==> config.mk <==
export PLATFORM = sky130hd
export DESIGN_NAME = snowf_collect_ctrl
export DESIGN_NICKNAME = d
export VERILOG_FILES = /design/src/rtl/snowf_collect_ctrl.sv
export SDC_FILE = /design/constraint.sdc
export NUM_CORES = 1
export LEC_CHECK = 0
export CAP_MARGIN = 5
export CORE_MARGIN = 4
export CORE_UTILIZATION = 52
export CTS_BUF_LIST = sky130_fd_sc_hd__clkbuf_16
export DETAILED_ROUTE_END_ITERATION = 8
export HOLD_SLACK_MARGIN = 0.06
export PLACE_DENSITY = 0.85
export SETUP_SLACK_MARGIN = 0.3
export SLEW_MARGIN = 10
export SYNTH_ARGS = -nofsm -noshare
export SYNTH_HDL_FRONTEND = slang
export SYNTH_SLANG_ARGS = --single-unit
==> constraint.sdc <==
create_clock -name clk -period 5.32 [get_ports clk]
set_input_delay 0.532 -clock clk [delete_from_list [all_inputs] [get_ports clk]]
set_output_delay 0.532 -clock clk [all_outputs]
set_load 0.05 [all_outputs]
==> src/rtl/snowf_collect_ctrl.sv <==
// Snowflake collect controller: edge-detects detector flags, tracks score,
// raises the all-collected flag and sequences the sparkle animation.
module snowf_collect_ctrl #(
    parameter int N_SNOWF        = 4,
    parameter int SPARKLE_FRAMES = 6
) (
    input  logic               clk,
    input  logic               reset,
    input  logic [N_SNOWF-1:0] snowf_get,
    input  logic               frame_tick,
    input  logic               level_restart,
    output logic               snowf_det_clr,
    output logic [N_SNOWF-1:0] snowf_visible,
    output logic [3:0]         snowf_count,
    output logic               collect_pulse,
    output logic               all_collected,
    output logic               win_pulse,
    output logic               sparkle_active,
    output logic [3:0]         sparkle_idx,
    output logic [3:0]         sparkle_frame
);

    localparam logic       S_IDLE  = 1'b0;
    localparam logic       S_SPARK = 1'b1;
    localparam logic [4:0] N_MAX   = 5'(N_SNOWF);
    localparam logic [3:0] F_LAST  = 4'(SPARKLE_FRAMES - 1);

    logic [N_SNOWF-1:0] prev_get_q, prev_get_d;
    logic [N_SNOWF-1:0] visible_q, visible_d;
    logic [3:0]         count_q, count_d;
    logic               collect_q, collect_d;
    logic               all_q, all_d;
    logic               win_q, win_d;
    logic               det_clr_q, det_clr_d;
    logic               state_q, state_d;
    logic [3:0]         idx_q, idx_d;
    logic [3:0]         frame_q, frame_d;

    logic [N_SNOWF-1:0] rise;
    logic [4:0]         pop;
    logic [4:0]         sum;
    logic [3:0]         low_idx;
    logic               collect;

    assign rise    = snowf_get & ~prev_get_q & visible_q;
    assign collect = |rise;
    assign sum     = {1'b0, count_q} + pop;

    always_comb begin
        pop     = 5'd0;
        low_idx = 4'd0;
        for (int i = N_SNOWF - 1; i >= 0; i--) begin
            pop = pop + {4'd0, rise[i]};
            if (rise[i]) low_idx = 4'(i);
        end
    end

    always_comb begin
        prev_get_d = snowf_get;
        visible_d  = visible_q & ~rise;
        count_d    = (sum >= N_MAX) ? N_MAX[3:0] : sum[3:0];
        collect_d  = collect;
        all_d      = all_q | (count_d == N_MAX[3:0]);
        win_d      = all_d & ~all_q;
        det_clr_d  = 1'b0;
        state_d    = state_q;
        idx_d      = idx_q;
        frame_d    = frame_q;

        if (collect) begin
            state_d = S_SPARK;
            idx_d   = low_idx;
            frame_d = 4'd0;
        end else if (state_q == S_SPARK && frame_tick) begin
            if (frame_q == F_LAST) begin
                state_d = S_IDLE;
                frame_d = 4'd0;
            end else begin
                frame_d = frame_q + 4'd1;
            end
        end

        // Restart wins; old-level flags are masked by preloading prev_get.
        if (level_restart) begin
            prev_get_d = '1;
            visible_d  = '1;
            count_d    = 4'd0;
            collect_d  = 1'b0;
            all_d      = 1'b0;
            win_d      = 1'b0;
            det_clr_d  = 1'b1;
            state_d    = S_IDLE;
            idx_d      = 4'd0;
            frame_d    = 4'd0;
        end
    end

    always_ff @(posedge clk or negedge reset) begin
        if (!reset) begin
            prev_get_q <= '1;
            visible_q  <= '1;
            count_q    <= 4'd0;
            collect_q  <= 1'b0;
            all_q      <= 1'b0;
            win_q      <= 1'b0;
            det_clr_q  <= 1'b1;
            state_q    <= S_IDLE;
            idx_q      <= 4'd0;
            frame_q    <= 4'd0;
        end else begin
            prev_get_q <= prev_get_d;
            visible_q  <= visible_d;
            count_q    <= count_d;
            collect_q  <= collect_d;
            all_q      <= all_d;
            win_q      <= win_d;
            det_clr_q  <= det_clr_d;
            state_q    <= state_d;
            idx_q      <= idx_d;
            frame_q    <= frame_d;
        end
    end

    assign snowf_det_clr  = det_clr_q;
    assign snowf_visible  = visible_q;
    assign snowf_count    = count_q;
    assign collect_pulse  = collect_q;
    assign all_collected  = all_q;
    assign win_pulse      = win_q;
    assign sparkle_active = (state_q == S_SPARK);
    assign sparkle_idx    = idx_q;
    assign sparkle_frame  = frame_q;

endmodule

; Word level (Yosys, flattened, before mapping)
; Index checks and enable logic that the tools add are counted.
; W data, S select, Z words.
[word_totals]
reg_bits = 25
word_cells = 54
input_bits = 8
[classes]
n_eq_ne = 2
bitwise = 8
addsub = 5
n_reduce_logical = 6
n_mux = 22
n_lt_le_gt_ge = 1
[op_table]
columns = op, n
row1 = $mux W4, 10
row2 = $and A4 B4 Y4, 3
row3 = $eq A4 B3 Y1 const B, 2
row4 = $mux W1, 8
row5 = $mux W2, 4
row6 = $not A4 Y4, 2
row7 = $reduce_bool A3 Y1, 2
row8 = $add A4 B5 Y5, 1
row9 = $ge A5 B3 Y1 const B, 1
row10 = $add A3 B1 Y4, 1
row11 = $add A4 B1 Y4 const B, 1
row12 = $reduce_or A4 Y1, 1
row13 = $add A2 B1 Y3, 1
row14 = $add A1 B1 Y2, 1
row15 = $reduce_and A2 Y1, 1
row16 = $reduce_bool A2 Y1, 1
row17 = $and A1 B1 Y1, 1
row18 = $logic_and A1 B1 Y1, 1
row19 = $not A1 Y1, 1
row20 = $or A1 B1 Y1, 1

; Logic depth before layout (Yosys ltp)
[logic_depth]
word_depth = 13
ltp_mapped = 11
mapped_depth_nobuf = 11

; Worst setup path before layout
; No wires, ideal clock.
[synth_timing]
path_type = register to register
startpoint = register visible_q[3], in the netlist snowf_visible[3]
endpoint = register count_q[0], in the netlist snowf_count[0]
synth_period_minus_slack_ns = 3.043
t_arrival_ns = 2.975
slack_ns = 2.277
setup_time_ns = 0.068
path_stages_with_launch = 12
cell_sequence = dfstp_2 -> and3b_1 -> inv_1 -> fa_1 -> inv_1 -> ha_1 -> ha_1 -> inv_1 -> fa_1 -> nor3b_1 -> a22o_1 -> and4b_1
[synth_via]
elab_chain_cells = 8
[synth_lines]
columns = element, line
row1 = from (decl), 29  ; logic [N_SNOWF-1:0] visible_q, visible_d;
row2 = from (signal assigned), 112  ; visible_q <= visible_d;
row3 = $and A4 B4 Y4 *, 45  ; assign rise = snowf_get & ~prev_get_q & visible_q;
row4 = $add A1 B1 Y2 *, 53  ; pop = pop + {4'd0, rise[i]};
row5 = $add A2 B1 Y3 *, 53
row6 = $add A3 B1 Y4 *, 53
row7 = $add A4 B5 Y5 *, 47  ; assign sum = {1'b0, count_q} + pop;
row8 = $ge A5 B3 Y1, 61  ; count_d = (sum >= N_MAX) ? N_MAX[3:0] : sum[3:0];
row9 = $mux W4 *, 61
row10 = $mux W4 *, 84  ; if (level_restart) begin
row11 = via count_d[0], 30  ; logic [3:0] count_q, count_d;
row12 = to (signal assigned), 113  ; count_q <= count_d;
row13 = to (decl), 30
; Mark *: on every way through the listed nets, which the timed path passes. The rest lies on a longest branch.
; A chain may end at the register's enable or synchronous reset.

; Final worst setup path
[layout_timing]
startpoint = input snowf_get[3]
endpoint = register count_q[0], in the netlist snowf_count[0]
[layout_via]
elab_chain_cells = 9
[layout_lines]
columns = element, line
row1 = from (decl), 9  ; input logic [N_SNOWF-1:0] snowf_get,
row2 = $and A4 B4 Y4 * (2 in series), 45
row3 = $add A1 B1 Y2 *, 53
row4 = $add A2 B1 Y3 *, 53
row5 = $add A3 B1 Y4 *, 53
row6 = $add A4 B5 Y5 *, 47
row7 = $ge A5 B3 Y1, 61
row8 = $mux W4 *, 61
row9 = $mux W4 *, 84
row10 = via count_d[0], 30
; Marks and branches as above.

==> flow_summary.yaml <==
power_and_ir_drop:
  peakVddDrop_mv: 0.199
  p_leak_nw: 0.677
  p_total_mw: 0.431
  power_density_nw_per_um2: 281
timing:
  final-hold-violation-count: 0
  finClkSkew_ns: 0.00150
  relSlewSlack_pct: 35.2
  hold_ws_ns: 0.476
  worst_pin_slew_ns: 0.969
  rsz0062_at_grt: "no"
  setup_viol: 0
  finalSetupTns_ns: 0
  fin_ws_ns: 2.01
  period_share_pct: 62.2
  slew_violations: 0
  fmax_mhz: 302
  fin_crit_ns: 3.31
grt:
  grt_pass1_wl_mm: 4.15
  grtUsageMet2_pct: 27.9
  use_met3_pct: 4.20
  grt_pass1_vias: 922
  grt_use_met1_pct: 21.1
  grt.total_usage_pct: 17.1
  grt-busiest-layer: "met2"
  grt_start_max_net_pins: 24
  overflow: 0
  antenna_found_initial: 0
clock_tree:
  cts_made_buffers: 3
  insertion_delay_ns: 0.25
  htreeDepth: 1
  hold_buffers: 0
  clockRootBuffer: "clkbuf_16"
  cts_post_setup_buffers_inserted: 0
  post_cts_resized: 0
  clkSinkCount: 23
  max-clock-path-buffers: 2
  clk_pin_slew_ns: 0.06
  cts_tree: "done"
place:
  dp_hpwl_mm: 1.82
  placed_cell_area_um2: 1450
  io_buffers: 26
  post-place-ws_ns: 1.77
  gp_congestion: 0.717
hold_path:
  min_from: "all_collected"
  holdCritPathClass: "reg -> reg"
  min_path_cells: 1
  min_to: "win_pulse"
die:
  die_area_um2: 3080
  rows: 16
  die_x_um: 55.5
  io_pins: 29
  die_y_um: 55.5
  core_area_um2: 2060
  initial_core_util_pct: 57.0
final_layout:
  drive_gt1_share_pct: 15.7
  area_growth_pct: 30.4
  design_area_um2: 1530
  nNetsFinal: 153
  antenna_cells: 0
worst_setup_path:
  critPathRequiredTime_ns: 5.51
  arrival_ns: 3.50
  reg2reg_from: "snowf_visible[3]"
  cp_num_buf_inv: 4
  cpPeakStageDelay_ns: 0.49
  endpoint_kind: "flip-flop"
  r2r_slack_ns: 2.24
  path_class: "in -> reg"
  rr_endpoint: "snowf_count[0]"
  startpoint_type: "input port"
  worst_r2r_path_depth: 11
  cp_max_fo: 5
  cpLargestDelayFamily: "adder cells"
  path_cells: "clkdlybuf4s50_1, and3b_1, inv_1, fa_1, inv_1, ha_1, ha_1, inv_1, fa_1, nor3b_1, a22o_1, and4b_1"
  crit_top_cell: "inv_1"
  crit_slowest_cell: "clkdlybuf4s50_1"
synth:
  synthCells: 106
  synth_top_area_share_pct: 29.8
  syn-cell-area_um2: 1170
  ys_top_cells_by_area: "dfrtp_1 30%, dfstp_2 20%, ha_1 8.5%"
  ys_seq_area_share_pct: 49.9
  ys.warnings.count: 0
  avgSynthCellArea_um2: 11.1
  synth_largest_area_cell: "dfrtp_1"
  synth-seq-cells: 23
  synth.distinct_cells: 36
detailed_routing:
  via_per_inst: 5.49
  wire_per_inst_um: 14.7
  ant_nets: 0
  totalWireLength_mm: 2.37
  drtPass1Iterations: 4
  vias: 884
  first_iter_violations: 12
  route.detailed.drc: 0
outcome:
  status: "finished, final reports clean"
run:
  maxCapViolations: 0
power by group:
part / switching, mW / internal [mW] / total, mW
sequential: 0.00589 / 0.187 / 0.193
clock: 0.0560 / 0.100 / 0.156
combinational: 0.0531 / 0.0288 / 0.0820
final cells by class:
cell class,instances,area (um2)
inverter,13,48.8
sequential,23,587
multi-input combinational,68,523
fill,147,531
tap,27,33.8
clock buffer,3,75.1
timing repair buffer,26,260
clock inverter,1,3.75
sequential cells by signal (all words and copies together) (netlist names):
name / flops
all_collected: 1
collect_pulse: 1
prev_get_q: 4
snowf_count: 4
snowf_det_clr: 1
snowf_visible: 4
sparkle_active: 1
sparkle_frame: 4
sparkle_idx: 2
win_pulse: 1
how the worst max path moves through the flow:
| stage | start | endpoint | slack [ns] | depth (start not counted) |
|---|---|---|---|---|
| 2_1_floorplan | snowf_visible[3] | snowf_count[0] | 2.28 | 11 |
| 3_3_place_gp | snowf_get[3] | snowf_count[0] | 1.92 | 12 |
| 3_5_place_dp | snowf_get[3] | all_collected | 1.77 | 12 |
| 4_1_cts | snowf_get[3] | all_collected | 2.00 | 12 |
| 5_1_grt | snowf_get[3] | all_collected | 1.81 | 12 |
| 6_report | snowf_get[3] | snowf_count[0] | 2.01 | 12 |
layout by cell type, fill, tap and decap left out:
cell type,instances
nand2b_1,4
a21oi_1,6
a31oi_2,1
fa_1,2
nand2_1,5
and4b_1,1
a211oi_1,1
nor2_1,3
clkdlybuf4s50_1,26
clkbuf_16,3
nor3b_1,1
a31oi_1,2
or4_4,1
or2_2,4
inv_2,1
nand3b_2,1
nor4bb_1,1
and3b_1,2
a22o_1,1
ha_1,8
o211ai_2,1
o21ai_0,2
inv_1,13
conb_1,3
a21o_1,4
nand3b_1,4
or4_1,1
nand3_1,1
or3_1,2
dfstp_2,9
o211ai_1,2
dfrtp_1,14
nand4_1,1
nand4b_1,2
and3_1,1
synth_stat cells, drive strengths merged:
cell type / count
ha: 8
clkbuf: 1
buf: 3
conb: 1
or3: 2
dfrtp: 14
and4b: 1
a21o: 4
nor2: 3
nand2: 5
nand2b: 4
a22o: 1
nand3: 1
or4: 2
nor3b: 1
nor4bb: 1
fa: 2
and3b: 2
or2: 4
nand3b: 5
dfstp: 9
nand4: 1
o211ai: 3
a21oi: 6
nand4b: 2
a31oi: 3
o21ai: 2
and3: 1
a211oi: 1
inv: 13
through the flow:
stage / util [%] / instances
final: 74.3 / 161
after global routing: 74.3 / 161
after CTS: 74.3 / 161
after detailed placement: 70.4 / 157
after global placement: 70.4 / 157
after floorplan: - / 108
cells by family after synthesis:
logic type / synth area share, %
DFF: 49.9
AOI/OAI and AO/OA: 11.8
buffers and inverters: 6.18
and+or+nand+nor: 19.8
other: 0.319
adders and majority gates: 11.9
metal layers:
metal / wire (um) / vias to the layer above
li1: - / 422
met3: 128 / 7
met5: 0 / -
met1: 1000 / 427
met2: 1190 / 28
met4: 51 / 0
Note: power is estimated with default switching activity, not from simulation.
